===== src/rtl/mem_stage.sv =====
// LC-3b pipeline MEM stage: performs loads/stores (including two-access LDI/STI)
// against the data cache port, stalls the front end while busy, and fills MEM/WB.
module mem_stage (
  input  logic        clk,
  input  logic        reset,
  input  logic        mem_valid,
  input  logic        mem_read,
  input  logic        mem_write,
  input  logic        mem_byte,
  input  logic        mem_indirect,
  input  logic [15:0] mem_address,
  input  logic [15:0] mem_aluresult,
  input  logic [15:0] mem_store_data,
  input  logic [15:0] mem_npc,
  input  logic [15:0] mem_ir,
  input  logic [2:0]  mem_drid,
  output logic        dmem_read,
  output logic        dmem_write,
  output logic [15:0] dmem_address,
  output logic [1:0]  dmem_wmask,
  output logic [15:0] dmem_wdata,
  input  logic [15:0] dmem_rdata,
  input  logic        dmem_resp,
  output logic        stall,
  output logic        wb_valid,
  output logic [15:0] wb_data,
  output logic [2:0]  wb_drid,
  output logic [15:0] wb_npc,
  output logic [15:0] wb_ir,
  output logic [1:0]  state_dbg
);

  typedef enum logic [1:0] {
    IDLE = 2'd0,
    ACC1 = 2'd1,
    ACC2 = 2'd2
  } state_t;

  state_t      state, state_next;
  logic [15:0] ptr;
  logic        mem_op;
  logic        complete;
  logic [7:0]  load_byte;
  logic [15:0] result;

  assign state_dbg = state;
  assign mem_op    = mem_valid & (mem_read | mem_write);
  assign load_byte = mem_address[0] ? dmem_rdata[15:8] : dmem_rdata[7:0];

  // Handshake: a request (dmem_read or dmem_write with address/mask/data) is held
  // steady from the first ACCx cycle until the cycle dmem_resp pulses; dmem_resp
  // is a single-cycle completion and is ignored outside ACC1/ACC2.
  always_comb begin
    state_next   = state;
    dmem_read    = 1'b0;
    dmem_write   = 1'b0;
    dmem_address = 16'h0000;
    dmem_wmask   = 2'b00;
    dmem_wdata   = 16'h0000;
    stall        = 1'b0;
    complete     = 1'b0;
    case (state)
      IDLE: begin
        if (mem_op) begin
          stall      = 1'b1;
          state_next = ACC1;
        end
      end
      ACC1: begin
        dmem_read    = mem_read | mem_indirect;
        dmem_write   = mem_write & ~mem_indirect;
        dmem_address = {mem_address[15:1], 1'b0};
        if (mem_byte && !mem_indirect) begin
          dmem_wmask = mem_address[0] ? 2'b10 : 2'b01;
          dmem_wdata = {mem_store_data[7:0], mem_store_data[7:0]};
        end else begin
          dmem_wmask = 2'b11;
          dmem_wdata = mem_store_data;
        end
        stall = 1'b1;
        if (dmem_resp) begin
          if (mem_indirect) begin
            state_next = ACC2;
          end else begin
            stall      = 1'b0;
            complete   = 1'b1;
            state_next = IDLE;
          end
        end
      end
      ACC2: begin
        dmem_read    = mem_read;
        dmem_write   = mem_write;
        dmem_address = {ptr[15:1], 1'b0};
        dmem_wmask   = 2'b11;
        dmem_wdata   = mem_store_data;
        stall        = 1'b1;
        if (dmem_resp) begin
          stall      = 1'b0;
          complete   = 1'b1;
          state_next = IDLE;
        end
      end
      default: state_next = IDLE;
    endcase
  end

  // Byte loads only happen on the direct path; indirect accesses are always words.
  always_comb begin
    result = dmem_rdata;
    if (mem_write) begin
      result = mem_aluresult;
    end else if (mem_byte && !mem_indirect) begin
      result = {{8{load_byte[7]}}, load_byte};
    end
  end

  always_ff @(posedge clk) begin
    if (reset) begin
      state <= IDLE;
      ptr   <= 16'h0000;
    end else begin
      state <= state_next;
      if (state == ACC1 && dmem_resp && mem_indirect) begin
        ptr <= dmem_rdata;
      end
    end
  end

  always_ff @(posedge clk) begin
    if (reset) begin
      wb_valid <= 1'b0;
      wb_data  <= 16'h0000;
      wb_drid  <= 3'd0;
      wb_npc   <= 16'h0000;
      wb_ir    <= 16'h0000;
    end else if (state == IDLE && !mem_op) begin
      wb_valid <= mem_valid;
      wb_data  <= mem_aluresult;
      wb_drid  <= mem_drid;
      wb_npc   <= mem_npc;
      wb_ir    <= mem_ir;
    end else if (complete) begin
      wb_valid <= 1'b1;
      wb_data  <= result;
      wb_drid  <= mem_drid;
      wb_npc   <= mem_npc;
      wb_ir    <= mem_ir;
    end else begin
      wb_valid <= 1'b0;
    end
  end

endmodule


===== config.mk =====
export PLATFORM = sky130hd
export DESIGN_NAME = mem_stage
export DESIGN_NICKNAME = d
export VERILOG_FILES = /design/src/rtl/mem_stage.sv
export SDC_FILE = /design/constraint.sdc
export NUM_CORES = 1
export LEC_CHECK = 0
export CAP_MARGIN = 30
export CELL_PAD_IN_SITES_DETAIL_PLACEMENT = 1
export CELL_PAD_IN_SITES_GLOBAL_PLACEMENT = 2
export CORE_MARGIN = 2
export CORE_UTILIZATION = 18
export DETAILED_ROUTE_END_ITERATION = 8
export GPL_ROUTABILITY_DRIVEN = 0
export PLACE_DENSITY_LB_ADDON = 0.1
export SLEW_MARGIN = 20
export SYNTH_ARGS = -nofsm -noshare
export SYNTH_HDL_FRONTEND = slang
export SYNTH_SLANG_ARGS = --single-unit

===== constraint.sdc =====
create_clock -name clk -period 1.6 [get_ports clk]
set_input_delay 0.32 -clock clk [delete_from_list [all_inputs] [get_ports clk]]
set_output_delay 0.32 -clock clk [all_outputs]
set_load 0.02 [all_outputs]

* Word-level counts from Yosys, hierarchy flattened
Cells that the tools add are included.
** Operators by class
- Mux-type cells :: 35
- Equality and inequality tests :: 5
- Bitwise operators :: 5
- Reduce and logical (&&, ||, !) cells :: 9
** Operators by type and width (number)
- 2-to-1 mux 16 bit :: 9
- one-hot mux 16 bit (2 select lines) :: 2
- 2-to-1 mux 2 bit :: 6
- 2-to-1 mux 1 bit :: 9
- 2-to-1 mux 8 bit :: 1
- 2-to-1 mux 3 bit :: 2
- inequality test 2 bit, second input constant :: 3
- one-hot mux 1 bit (2 select lines) :: 3
- one-hot mux 2 bit (3 select lines) :: 1
- logical AND 1 bit :: 4
- one-hot mux 2 bit (2 select lines) :: 1
- one-hot mux 1 bit (3 select lines) :: 1
- AND reduction 3 bit :: 1
- AND 1 bit :: 2
- == test 2 x 1 -> 1 bit, second input constant :: 1
- == test 2 bit, second input constant :: 1
- zero test 1 bit :: 2
- zero test 2 bit :: 1
- OR 1 bit :: 2
- nonzero test 2 bit :: 1
- inverter 1 bit :: 1
** Storage, ports and cells
- Output and inout bits :: 91
- Flip-flop bits (word level) :: 70
- Logic and storage cells :: 61
- Input port bits :: 107

* Depth between registers and ports, before layout
- Depth after elaboration :: 6
- Mapped depth :: 7
- Depth with buffers taken out :: 6

* Least setup slack after synthesis
OpenSTA, ideal clock, no wires.
- Path kind :: register -> output
- Start :: register state[1], in the netlist state_dbg[1]
- End :: output dmem_read
- Data required time :: 1280 ps
- Arrival time :: 1855 ps
- Stages on the path, launching flop included :: 6
- Setup slack :: -575 ps
- Cell sequence :: dfxtp_1 ha_1 clkbuf_1 buf_1 nand2_1 a21boi_0
** On the way
- Cells in the longest elaborated chain, start to end :: 2
- Elaborated cells on any way between the ends :: 3
- Those cells by class :: 2 x eq/ne; 1 x mux
** Ends and longest elaborated chain
- from (decl) :: line 39 : state_t state, state_next;
- from (signal assigned) :: line 123 : state <= state_next;
- == test 2 bit or == test 2 x 1 -> 1 bit (tied branches) :: line 62 : case (state)
- one-hot mux 1 bit (2 select lines) (*) :: line 62
- to (decl) :: line 17 : output logic dmem_read,
Mark *: on every way between the ends. The rest lies on a longest branch, timed or not.

* Final worst setup path
- Start :: register state[0], in the netlist state_dbg[0]
- End :: output dmem_wdata[0]
** On the way
- Cells in the longest elaborated chain, start to end :: 2
- Elaborated cells on any way between the ends :: 3
- Those cells by class :: 2 x eq/ne; 1 x mux
** Ends and longest elaborated chain
- == test 2 bit or == test 2 x 1 -> 1 bit (tied branches) :: line 62
- one-hot mux 16 bit (2 select lines) (*) :: line 62
- to (decl) :: line 21 : output logic [15:0] dmem_wdata,
Marked as above.

==> results_dict.tcl <==
set metrics [dict create \
    finalCritPeriodShare_pct 121.6 \
    grt_pass1_vias 3874 \
    rows 49 \
    gr-usage-all-layers_pct 15.23 \
    yosys_warnings 0 \
    synth.avg_cell_area_um2 9.499 \
    fin_util_pct 37.94 \
    cts_buffer_depth 2 \
    cp.required_ns 1.28 \
    rsz0062_at_grt "yes" \
    grt-busiest-layer "met2" \
    layout_common_cells "clkdlybuf4s50_1, dfxtp_1, dlygate4sd2_1, nand2_1, a22o_1" \
    die_x_um 138.5 \
    synthArstFlopShare_pct 0 \
    wl_um 15060 \
    power.total_mw 5.474 \
    min_path_type "reg -> reg" \
    synthToLayoutAreaGrowth_pct 107.8 \
    nNetsFinal 693 \
    finalHoldViolCount 0 \
    grt-ovfl-total 0 \
    regToRegSetupSlack_ns -0.29 \
    crit_chain "inv_4 > ha_4 > nor2b_4 > buf_12 > and2_4 > buf_6" \
    numCtsBuffers 9 \
    grt_max_degree 32 \
    drv_slew 0 \
    use_met1_pct 18.36 \
    fmax_mhz 514.1 \
    critPathArrivalTime_ns 1.62 \
    ys.flop_type "dfxtp_1" \
    rr_worst_depth 9 \
    power_density_mw_per_mm2 808.6 \
    grt_antenna_before_repair 1 \
    synth_compound_area_share_pct 28.38 \
    critPathLaunchType "register" \
    crit_path_end_kind "output port" \
    cts.sinks 69 \
    mostFrequentLayoutCell "clkdlybuf4s50_1" \
    setup_tns_ns -24.55 \
    leakagePower_nw 2.826 \
    status "finished, violations left" \
    multiInputGateArea_mm2 0.002132 \
    viasPerCell 4.361 \
    fin_ws_ns -0.3450 \
    detailed_place_hpwl_um 10440 \
    setup_viol 88 \
    grt_pass1_wl_um 22720 \
    post-route-drc-count 0 \
    vdd_drop_max_mv 0.4205 \
    initial_core_util_pct 18.26 \
    hold_buffers 0 \
    hold_path_depth 1 \
    clk_latency_ns 0.34 \
    drt.antenna.violating_nets 0 \
    h-tree-depth 3 \
    place_worst_setup_slack_ns -0.9183 \
    grt.met3_usage_pct 4.662 \
    ys_ff_latch 69 \
    core_mm2 0.01784 \
    cpPeakStageDelay_ns 0.39 \
    muxShareOfSynthArea_pct 5.376 \
    clk_pin_slew_ns 0.06 \
    cts_root_buf "clkbuf_16" \
    path_max_fanout 4 \
    post-route-min-period_ns 1.945 \
    fin_cells 814 \
    syn_area_mm2 0.003258 \
    maxCapViolCount 0 \
    violations "setup timing" \
    numPortBuffers 196 \
    cpMaxStageDelayCell "dfxtp_4" \
    synth-simple-area-share_pct 16.05 \
    cts_tree "yes" \
    synth_xor_area_share_pct 0 \
    regArea_mm2 0.001389 \
    drive_above_1_share_pct 34.53 \
    antenna_cells 0 \
    r2r-end "wb_npc[14]" \
    synth-edff-count 0 \
    clock_skew_ns 0.007365 \
    min_from "wb_data[0]" \
    initialDrtViolationCount 121 \
    syn_inst 343 \
    gr-usage-met2_pct 26.08 \
    rr_startpoint "state_dbg[0]" \
    die_area_mm2 0.01919 \
    dp.cells 784 \
    fillCellCount 1983 \
    holdPathEnd "wb_data[0]" \
    synth.distinct_cells 41 \
    wl_per_cell_um 18.50 \
    critPathKind "reg -> out" \
    die_y_um 138.5 \
    pin_count 198 \
    vias 3550 \
    ys_seq_area_share_pct 42.40 \
    drt_pass1_iterations 4 \
    synth_nets 455 \
    synthAdderAreaFrac_pct 1.920 \
    synth_top_family_by_area "compound AO/OA/AOI/OAI gates" \
]
-- worst max-delay path, delay by kind of cell (launching register included) --
family        cells  cell delay (ns)
fa+ha+maj         1             0.29
buf+inv           3             0.29
flops             1             0.39
simple gates      2             0.31
-- per-stage QoR --
stage                     hold slack (ns)  cell area [um2]
after floorplan                    0.4368             3632
after detailed placement           0.4542             6130
after CTS                          0.4648             6638
after global routing               0.4845             6769
after global placement             0.4523             6130
final                              0.4657             6769
-- power breakdown --
group	leakage (nW)	total (mW)	internal [mW]	switching (mW)
logic	2.13	1.74	0.951	0.794
registers	0.568	1.94	1.86	0.0779
clock network	0.130	1.79	1.04	0.754
-- per-layer routing --
metal,vias to the layer above,part of all wire [%]
met5,-,0.086
met4,2,1.3
met3,14,6.3
met2,128,49
met1,1687,43
li1,1719,-
-- registers in the layout, indices dropped and copies added (netlist names) --
register	flops
wb_data	16
wb_ir	16
wb_npc	16
ptr	15
wb_drid	3
state_dbg	2
wb_valid	1
-- what timing repair did --
action,CTS,global route
setup buffers,7,0
gates resized for setup,296,16
setup endpoints to repair,141,89
hold endpoints to repair,0,0
cloned,4,5
pin swaps,29,10
-- worst max-delay path by stage --
stage	startpoint	end	slack, ns	depth (start not counted)
finish	state_dbg[0]	dmem_wdata[0]	-0.34	6
global route	state_dbg[1]	stall	-0.41	7
CTS	state_dbg[1]	dmem_wdata[4]	-0.37	6
detailed placement	mem_indirect	dmem_wdata[13]	-0.92	7
global placement	mem_indirect	dmem_wdata[10]	-0.91	7
floorplan	state_dbg[1]	wb_data[10]	-0.02	7
-- cells in the mapped netlist, types with 6 or more instances --
cell / count / share of area (%)
dfxtp_1: 69 / 42
mux2i_1: 7 / 2.2
a2bb2oi_1: 9 / 2.4
buf_2: 6 / 0.92
nor2b_1: 25 / 4.8
clkbuf_1: 14 / 1.6
a22oi_1: 23 / 5.3
nor2_1: 6 / 0.69
a32o_1: 7 / 2.2
nand2_1: 48 / 5.5
mux2_2: 8 / 2.8
a22o_1: 44 / 12
and2_1: 9 / 1.7
buf_6: 6 / 2.1
a21oi_1: 17 / 2.6
-- cell type report --
type | instances | share of cell area, %
repair buffers | 257 | 39.59
multi-input cells | 239 | 31.50
flip-flops and latches | 69 | 20.52
well taps | 229 | 4.233
clock buffers | 11 | 3.438
clock inverters | 4 | 0.3697
inverters | 5 | 0.3512
-- kinds of logic after synthesis --
family,count (synthesis)
compound gates,114
simple gates,103
fa+ha+maj,5
other cells,1
buf+inv,35
mux,16
flops,69
Power figures use the tool's default switching activity.
